## src/rtl/demux_4_fifo.sv

```systemverilog
// demux_4_fifo: buffers {sel, data} words from one producer in a small FIFO
// and hands each word, in strict arrival order, to one of four consumers over
// valid/ready. Head-of-line blocking is intentional so that writes stay ordered.
module demux_4_fifo #(
    parameter int WIDTH = 32,
    parameter int DEPTH = 4
) (
    input  logic                     clk,
    input  logic                     rst,
    input  logic                     in_valid,
    output logic                     in_ready,
    input  logic [1:0]               in_sel,
    input  logic [WIDTH-1:0]         in_data,
    output logic [3:0]               out_valid,
    input  logic [3:0]               out_ready,
    output logic [WIDTH-1:0]         dataout,
    output logic [$clog2(DEPTH):0]   level
);

    localparam int AW = $clog2(DEPTH);
    localparam int LW = AW + 1;
    localparam logic [LW-1:0] FULL_LEVEL = LW'(DEPTH);

    // Storage holds the destination select alongside the data word.
    logic [WIDTH+1:0] mem [DEPTH];

    logic [AW-1:0]    wr_ptr_reg, wr_ptr_next;
    logic [AW-1:0]    rd_ptr_reg, rd_ptr_next;
    logic [LW-1:0]    level_reg, level_next;

    logic             push;
    logic             pop;
    logic             has_word;
    logic [1:0]       head_sel;
    logic [WIDTH-1:0] head_data;

    assign has_word              = (level_reg != '0);
    assign {head_sel, head_data} = mem[rd_ptr_reg];

    // in_ready looks only at occupancy: a pop in the same cycle never frees a slot early.
    assign in_ready = !rst && (level_reg < FULL_LEVEL);
    assign push     = in_valid && in_ready;
    assign pop      = |(out_valid & out_ready);

    // One-hot head decode; only the addressed port sees valid.
    genvar gi;
    generate
        for (gi = 0; gi < 4; gi++) begin : g_port
            assign out_valid[gi] = has_word && (head_sel == 2'(gi));
        end
    endgenerate

    // Empty FIFO presents zero rather than stale storage contents.
    assign dataout = has_word ? head_data : '0;
    assign level   = level_reg;

    // Next-state pointers and occupancy from this cycle's push/pop handshakes.
    always_comb begin
        wr_ptr_next = wr_ptr_reg;
        rd_ptr_next = rd_ptr_reg;
        level_next  = level_reg;
        if (push) begin
            wr_ptr_next = wr_ptr_reg + AW'(1);
        end
        if (pop) begin
            rd_ptr_next = rd_ptr_reg + AW'(1);
        end
        case ({push, pop})
            2'b10:   level_next = level_reg + LW'(1);
            2'b01:   level_next = level_reg - LW'(1);
            default: level_next = level_reg;
        endcase
    end

    // Pointer and occupancy registers; reset discards everything queued.
    always_ff @(posedge clk or posedge rst) begin
        if (rst) begin
            wr_ptr_reg <= '0;
            rd_ptr_reg <= '0;
            level_reg  <= '0;
        end else begin
            wr_ptr_reg <= wr_ptr_next;
            rd_ptr_reg <= rd_ptr_next;
            level_reg  <= level_next;
        end
    end

    // Word storage; contents need no reset because occupancy gates every read.
    always_ff @(posedge clk) begin
        if (push) begin
            mem[wr_ptr_reg] <= {in_sel, in_data};
        end
    end

endmodule

```

## config.mk

```make
export PLATFORM = sky130hd
export DESIGN_NAME = demux_4_fifo
export DESIGN_NICKNAME = d
export VERILOG_FILES = /design/src/rtl/demux_4_fifo.sv
export SDC_FILE = /design/constraint.sdc
export NUM_CORES = 1
export LEC_CHECK = 0
export CAP_MARGIN = 20
export CORE_AREA = 4 4 105 107
export DETAILED_ROUTE_END_ITERATION = 7
export DIE_AREA = 0 0 109 111
export PLACE_DENSITY_LB_ADDON = 0.08
export SLEW_MARGIN = 0
export SYNTH_ARGS = -nofsm -noshare
export SYNTH_HDL_FRONTEND = slang
export SYNTH_SLANG_ARGS = --single-unit
export TNS_END_PERCENT = 1
```

## constraint.sdc

```tcl
create_clock -name clk -period 6.45 [get_ports clk]
set_input_delay 1.935 -clock clk [delete_from_list [all_inputs] [get_ports clk]]
set_output_delay 1.935 -clock clk [all_outputs]
set_load 0.02 [all_outputs]
```

Word-level counts from Yosys, hierarchy flattened. Memory sizes are Yosys's and may differ from the RTL's. Index checks and enable logic that the tools add are counted.

$add $sub $neg: 4. Multipliers: 0. Div/mod/pow operators: 0. Order comparisons: 1. Eq/ne operators: 5. Shift-type cells: 0. Mux-type cells: 4. Bitwise gates (word level): 1. Reductions and logical operators: 11.

Operators with widths (count): two-way mux 32 bit (1); equality test 2 bit (second input constant) (3); logical AND 1 bit (6); case mux 3 bit (2 select lines) (1); adder 2 x 1 -> 2 bit (second input constant) (2); AND 4 bit (1); equality test 2 x 1 -> 1 bit (second input constant) (2); OR reduction 4 bit (1); adder 3 x 1 -> 3 bit (second input constant) (1); less-than comparator 3 bit (second input constant) (1); nonzero test 3 bit (1); subtractor 3 x 1 -> 3 bit (second input constant) (1); zero test 2 bit (1); two-way mux 1 bit (2); nonzero test 2 bit (1); zero test 1 bit (1).

Bits in registers: 7. Latch bits: 0. Bits in writable memories: 136. Memory bits (read-only): 0. Bits of input ports: 41. Output and inout port bits: 40. Logic and storage cells: 30. Memories: 1.

Memories: mem (words 4, width 34, rd ports 1, clocked after memory_dff 0, wr ports 1, RTL line 25) `logic [WIDTH+1:0] mem [DEPTH];`.

Depth between registers and ports, before layout. Gate-level depths: netlist of the first run. An unclocked memory read counts as a cell.

Depth in word-level cells: 7. Mapped depth: 12.

Worst setup path after synthesis of the first run. No wires, ideal clock.

Path type: input to output. From: in rst. To: out in_ready. Arrival: 2.313 ns. Data required time: 4.515 ns. Path slack: 2.202 ns. Stages on the path: 1. Buffers on the path: 0. Cell sequence: nor2_1.

Longest elaborated chain between the ends: 2.

Ends and longest elaborated chain: start, declared (RTL line 9) `input logic rst,`; zero test 1 bit (no line); logical AND 1 bit (RTL line 41) `assign in_ready = !rst && (level_reg < FULL_LEVEL);`; end, declared (RTL line 11) `output logic in_ready,`.

Every way passes these cells.

Final worst setup path of the first run. Ends and elaborated chain as after synthesis.

==> results of run 1 <==
per-stage QoR:
step           setup WS, ns  util (%)  hold slack, ns  cell area, sq um
2_1_floorplan         2.202         -          0.5796              5688
3_3_place_gp          1.314     65.05          0.5233              6595
3_5_place_dp          1.274     65.05          0.5299              6595
4_1_cts               1.272     70.02          0.5374              7099
5_1_grt               1.160     70.02          0.5597              7099
6_report              1.244     70.02          0.5357              7099
final cells by class:
type                    count  area (sq um)
multi-input cells         111          1318
fillers                   650          3039
inverters                   8         30.03
flip-flops and latches    143          4262
well taps                 136         170.2
clock inverters            10         71.32
clock buffers              22         432.9
repair buffers             82         815.8
cells by family (layout without fill, tap and decap cells):
kind of cell / count (synthesis) / in the layout
muxes: 44 / 44
xor gates and xnor gates: 5 / 5
adders and majority gates: 6 / 6
buffers and inverters: 20 / 122
AOI/OAI and AO/OA: 5 / 5
and+or+nand+nor: 51 / 51
DFF: 143 / 143
path summary, 6_finish.rpt:
| check | to | slack [ns] | from | cells past startpoint |
|---|---|---|---|---|
| worst max-delay path | in_ready | 1.24 | rst | 3 |
| worst min-delay path | level[2] | 0.54 | level[2] | 1 |
| worst max register to register | level[2] | 3.33 | rd_ptr_reg[1] | 10 |
| worst min register to register | level[2] | 0.54 | level[2] | 1 |
| max in group asynchronous | rd_ptr_reg[0] | 4.49 | rst | 2 |
| min in group asynchronous | wr_ptr_reg[1] | 1.70 | rst | 2 |
worst register-to-register path, delay by kind of cell (launching register included):
family	cells	cell delay, ns
xor+xnor	2	0.30
flops	1	1.01
compound gates	1	0.17
buf+inv	1	0.06
simple gates	1	0.12
mux	3	0.81
fa+ha+maj	2	0.58
power by group through the flow:
| stage | sequential (mW) | combinational [mW] | clock, mW |
|---|---|---|---|
| 2_1_floorplan | 1.17 | 0.822 | 0 |
| 3_3_place_gp | 1.25 | 1.18 | 0 |
| 3_5_place_dp | 1.26 | 1.19 | 0 |
| 4_1_cts | 1.24 | 1.20 | 0.852 |
| 5_1_grt | 1.25 | 1.27 | 0.897 |
| 6_report | 1.23 | 1.18 | 0.833 |
per-layer routing:
metal | global-route usage [%] | part of all wire [%] | vias to the layer above
met3 | 5.941 | 4.8 | 15
li1 | - | - | 1266
met4 | 7.239 | 1.3 | 0
met5 | 0 | 0 | -
met1 | 24.08 | 43 | 1428
met2 | 28.46 | 51 | 68
placed cells by master (no fill, tap or decap), drive strengths merged, types with 2 or more instances in the layout:
master and count:
mux2i 10, o21ai 2, xnor2 3, clkinv 9, clkbuf 22, dfrtp 7
clkdlybuf4s50 80, mux4 33, and2 33, nor2 6, buf 2, nand2 4
inv 7, ha 5, and3 4, xor2 2, edfxtp 136
==> metrics, run 1 <==
post-route minimum period approximately 5.2 ns; Required @ worst endpoint 4.51 ns; # port buffers 80; worst slew pin tran 0.9681 ns; vias ~2800; Die ar. 12100 sq um; max-cap viol count 0; Distinct cells, synth 28; Max Root-Sink Buffers 2; Clk pwr share 25.6%; gr ovfl total 0; switch share between 30% and 40%; cell with the most instances after synthesis edfxtp_1; nets between 400 and 500; YS warnings 0; Slew headroom 35.46%; die outline width ~110 microns; Synth area leaders edfxtp_1 72%, mux4_2 13%, and2_1 3.6%; post-CTS setup buffer count 0; number of synthesized flops with an enable pin between 100 and 150; Worst Path Max Fanout 6; largest net degree at the start of global routing 38; global-route wire length before repair between 15000 and 20000 microns; Die H between 100 and 150 microns; simple-gate share of the synthesized area under 10%; Compound-Gate Fraction of Synth Area less than 1%; worst skew pair latency around 0.51 ns; Syn Area/Cell 20.76 sq um; max reg flops ~140; Peak VDD IR 0.2907 mV; # setup viols final 0; Commonest cells post-synth 136 x edfxtp_1, 33 x and2_1, 33 x mux4_2; DRC errors left 0; Mapped Cells around 270; sequential share of power between 30 and 40%; nets in the synthesized netlist between 300 and 400; XOR/XNOR Fraction of Synth Area less than 1%; vias per inst about 5.4; sw power roughly 0.99 mW; cell at the slowest stage of the critical path clkdlybuf4s50_1; most used cell, CP clkdlybuf4s50_1; share of cells above drive strength 1 roughly 18%; WS Path Type primary input to output port; crit path launch type primary input; I/O pin count 81; power per cell area roughly 460 nW/um^2; root buffer cell clkbuf_8; Max Slew Vio Count 0; leakage 2.377 nW; Area Overhead vs Synth 24.81%; H-tree depth 4; Post-CTS Resized 0; Primary FF master, synth edfxtp_1; cell taking the most area after synthesis edfxtp_1; Adder-Cell Fraction of Synth Area 1.452%; Crit path largest cell delay 0.66 ns; Initial Util between 50% and 60%; clk_skew approximately 0.0037 ns; number of synthesized register bits 143; PnR Total Power 3.248 mW; CTS Hold Bufs 0; CTS buffer count 17; final wirelength between 10000 and 15000 microns; status finished, final reports clean; sequential area share after synthesis between 70% and 80%; Setup TNS 0 ns; CTS tree done; CP Capture Type output port; CP delay by family, top buffers and inverters; Pint between 2 and 2.5 mW; Synth Cell Area 5688 sq um; Cell Rows 37; logic gate share of total power 36.5%; Fin. Hold Viols 0; arrival time worst endpoint about 3.3 ns; worst-path cell chain clkdlybuf4s50_1 -> nor2_1 -> clkdlybuf4s50_1; router iterations before antenna repair 4; Worst Hold Class register to register; RSZ-0062 raised after global routing false; antenna-violating nets left 0; CTS Sinks between 100 and 150; clock slew at reported path FFs around 0.05 ns; mux contribution to synthesized area 15.16%; largest family of logic cells by synthesized area multiplexers; Tot GR Track Use a little under a fifth; ys async rst share 4.895%; wire per inst 19.72 microns; initial drt markers approximately 120; non-filler cells, final around 500; DPL Wire Length ~5800 microns; initial antenna violation count 0; Max Fclk between 0.15 and 0.2 GHz; # diodes 0; top-area cell type share of the netlist area slightly above 70%; number of global-route vias before repair roughly 3000; core box area 10140 sq um; final worst-path cycle share 80.72%; CP Buf/Inv Count 2; GP Congestion roughly 0.7; Inst Count DP between 400 and 500
Note: power is estimated with default switching activity, not from simulation.
==> run 2: changes to the inputs <==
CORE_AREA = 4 4 113 115   (was 4 4 105 107)
DIE_AREA = 0 0 117 119   (was 0 0 109 111)
clock period = 4.4 ns   (was 6.45 ns; I/O delays follow)
==> metrics, run 2 (synthesis results as in run 1) <==
router iterations before antenna repair 4; Hold Crit Start level[2]; die outline width between 100 and 150 microns; vias 2814; Tot GR Track Use 16.28%; Max Slew Vio Count 0; arrival time worst endpoint about 2.6 ns; Initial Util between 40% and 50%; global-route wire length before repair 16400 microns; GP Congestion between 0.6 and 0.7; share of cells above drive strength 1 21.56%; leakage ~2.5 nW; H-tree depth 4; worst hold path depth 1; power per cell area roughly 700 nW/um^2; Slew headroom 54.38%; DPL Wire Length between 6000 and 7000 microns; Area Overhead vs Synth 28.86%; initial drt markers 137; largest net degree at the start of global routing 35; CP Capture Type output port; post-route cell area 7330 sq um; WS Path Type register to output port; root buffer cell clkbuf_16; # port buffers 80; Peak VDD IR just under 0.3 mV; CTS buffer count 17; number of global-route vias before repair approximately 3100; DRC errors left 0; post-route minimum period 3.962 ns; # diodes 0; max-cap viol count 0; core box area between 10000 and 15000 sq um; crit path launch type register; post-CTS setup buffer count 0; Worst Hold Class register to register; status finished, final reports clean; CTS tree done; nets approximately 420; final wirelength 10400 microns; antenna-violating nets left 0; worst skew pair latency about 0.42 ns; Required @ worst endpoint between 3 and 4 ns; cell at the slowest stage of the critical path dfrtp_2; RSZ-0062 raised after global routing false; vias per inst 5.289; Post-CTS Resized 0; wire per inst about 20 microns; Crit path largest cell delay 0.74 ns; commonest non-fill, non-tap cells in the layout 136 x edfxtp_1, 80 x clkdlybuf4s50_1, 33 x mux4_2, 33 x and2_1, 17 x clkbuf_16; Die ar. ~14000 sq um; CTS Hold Bufs 0; Worst Path Max Fanout 21; initial antenna violation count 0; Max Fclk ~0.25 GHz; crit path launch rd_ptr_reg[1]; max reg flops about 140; # setup viols final 0; RR Startpoint rd_ptr_reg[1]; Die H roughly 120 microns; clk_skew a little over 0.006 ns; Max Root-Sink Buffers 2; Register-to-Register Path Depth 10; CTS Sinks ~140; Cell Rows 40; fin util 62.06%; commonest non-fill, non-tap cell in the layout edfxtp_1; Placed Area between 6000 and 7000 sq um; clock slew at reported path FFs about 0.050 ns; I/O pin count 81; final worst-path cycle share roughly 90%; gr ovfl total 0; worst-path cell chain mux2i_2 -> mux2i_1 -> or2_1 -> nor2_1 -> clkdlybuf4s50_1; worst slew pin tran slightly below 0.7 ns; Setup TNS 0 ns; Fin. Hold Viols 0
==> run 2: changes by cell type in the layout (fill, tap and decap cells not counted), moves of 3 or more <==
cell / delta
bufinv_16: +4
clkbuf_1: -4
clkinv_1: -4
inv_6: +3
buf_4: +8
==> run 2: power breakdown <==
group	internal, mW	total, mW	switching, mW	leakage [nW]
sequential	1.63	1.73	0.102	1.31
combinational	0.966	1.85	0.879	0.877
clock	1.01	1.54	0.536	0.312
==> run 2: layout make-up <==
class	count	area, sq um
repair buffers	91	895.9
inverters	8	30.03
clock inverters	14	211.5
fillers	853	4482
flip-flops and latches	143	4262
clock buffers	18	429.2
multi-input cells	111	1318
well taps	147	183.9
==> run 2: layer usage <==
layer  routed length (microns)  vias to the layer above  part of all wire (%)  global-route usage, %
met5                         0                        -                     0                      0
met1                      4210                     1444                    40                  19.39
met3                       630                       12                   6.1                  6.352
li1                          -                     1282                     -                      -
met4                       129                        0                   1.2                  5.305
met2                      5431                       76                    52                  27.03
==> run 2: worst paths after layout <==
kind	endpoint	slack, ns
max	out_valid[0]	0.44
min	level[2]	0.53
max reg2reg	level[2]	1.51
min reg2reg	level[2]	0.53
max in group asynchronous	rd_ptr_reg[1]	2.99
min in group asynchronous	wr_ptr_reg[1]	1.17
==> run 2: critical path, delay by kind of cell, from the launching register on <==
| family | cells | cell delay, ns |
|---|---|---|
| buf+inv | 1 | 0.61 |
| flops | 1 | 0.74 |
| mux | 2 | 0.54 |
| simple gates | 2 | 0.34 |
==> run 2: metrics by stage <==
stage	power [mW]	hold WS, ns	std cells	worst slack [ns]
6_report	5.117	0.5298	532	0.4380
5_1_grt	5.386	0.5697	532	0.3058
4_1_cts	5.200	0.5331	532	0.3818
3_5_place_dp	3.639	0.5254	500	0.4607
3_3_place_gp	3.623	0.5274	500	0.4917
2_1_floorplan	2.918	0.5796	274	1.326
==> run 3: changes to the inputs <==
TNS_END_PERCENT = 100   (was 1)
==> results of run 3 <==
No change in the layout: final DEF, timing and power equal those of run 2.
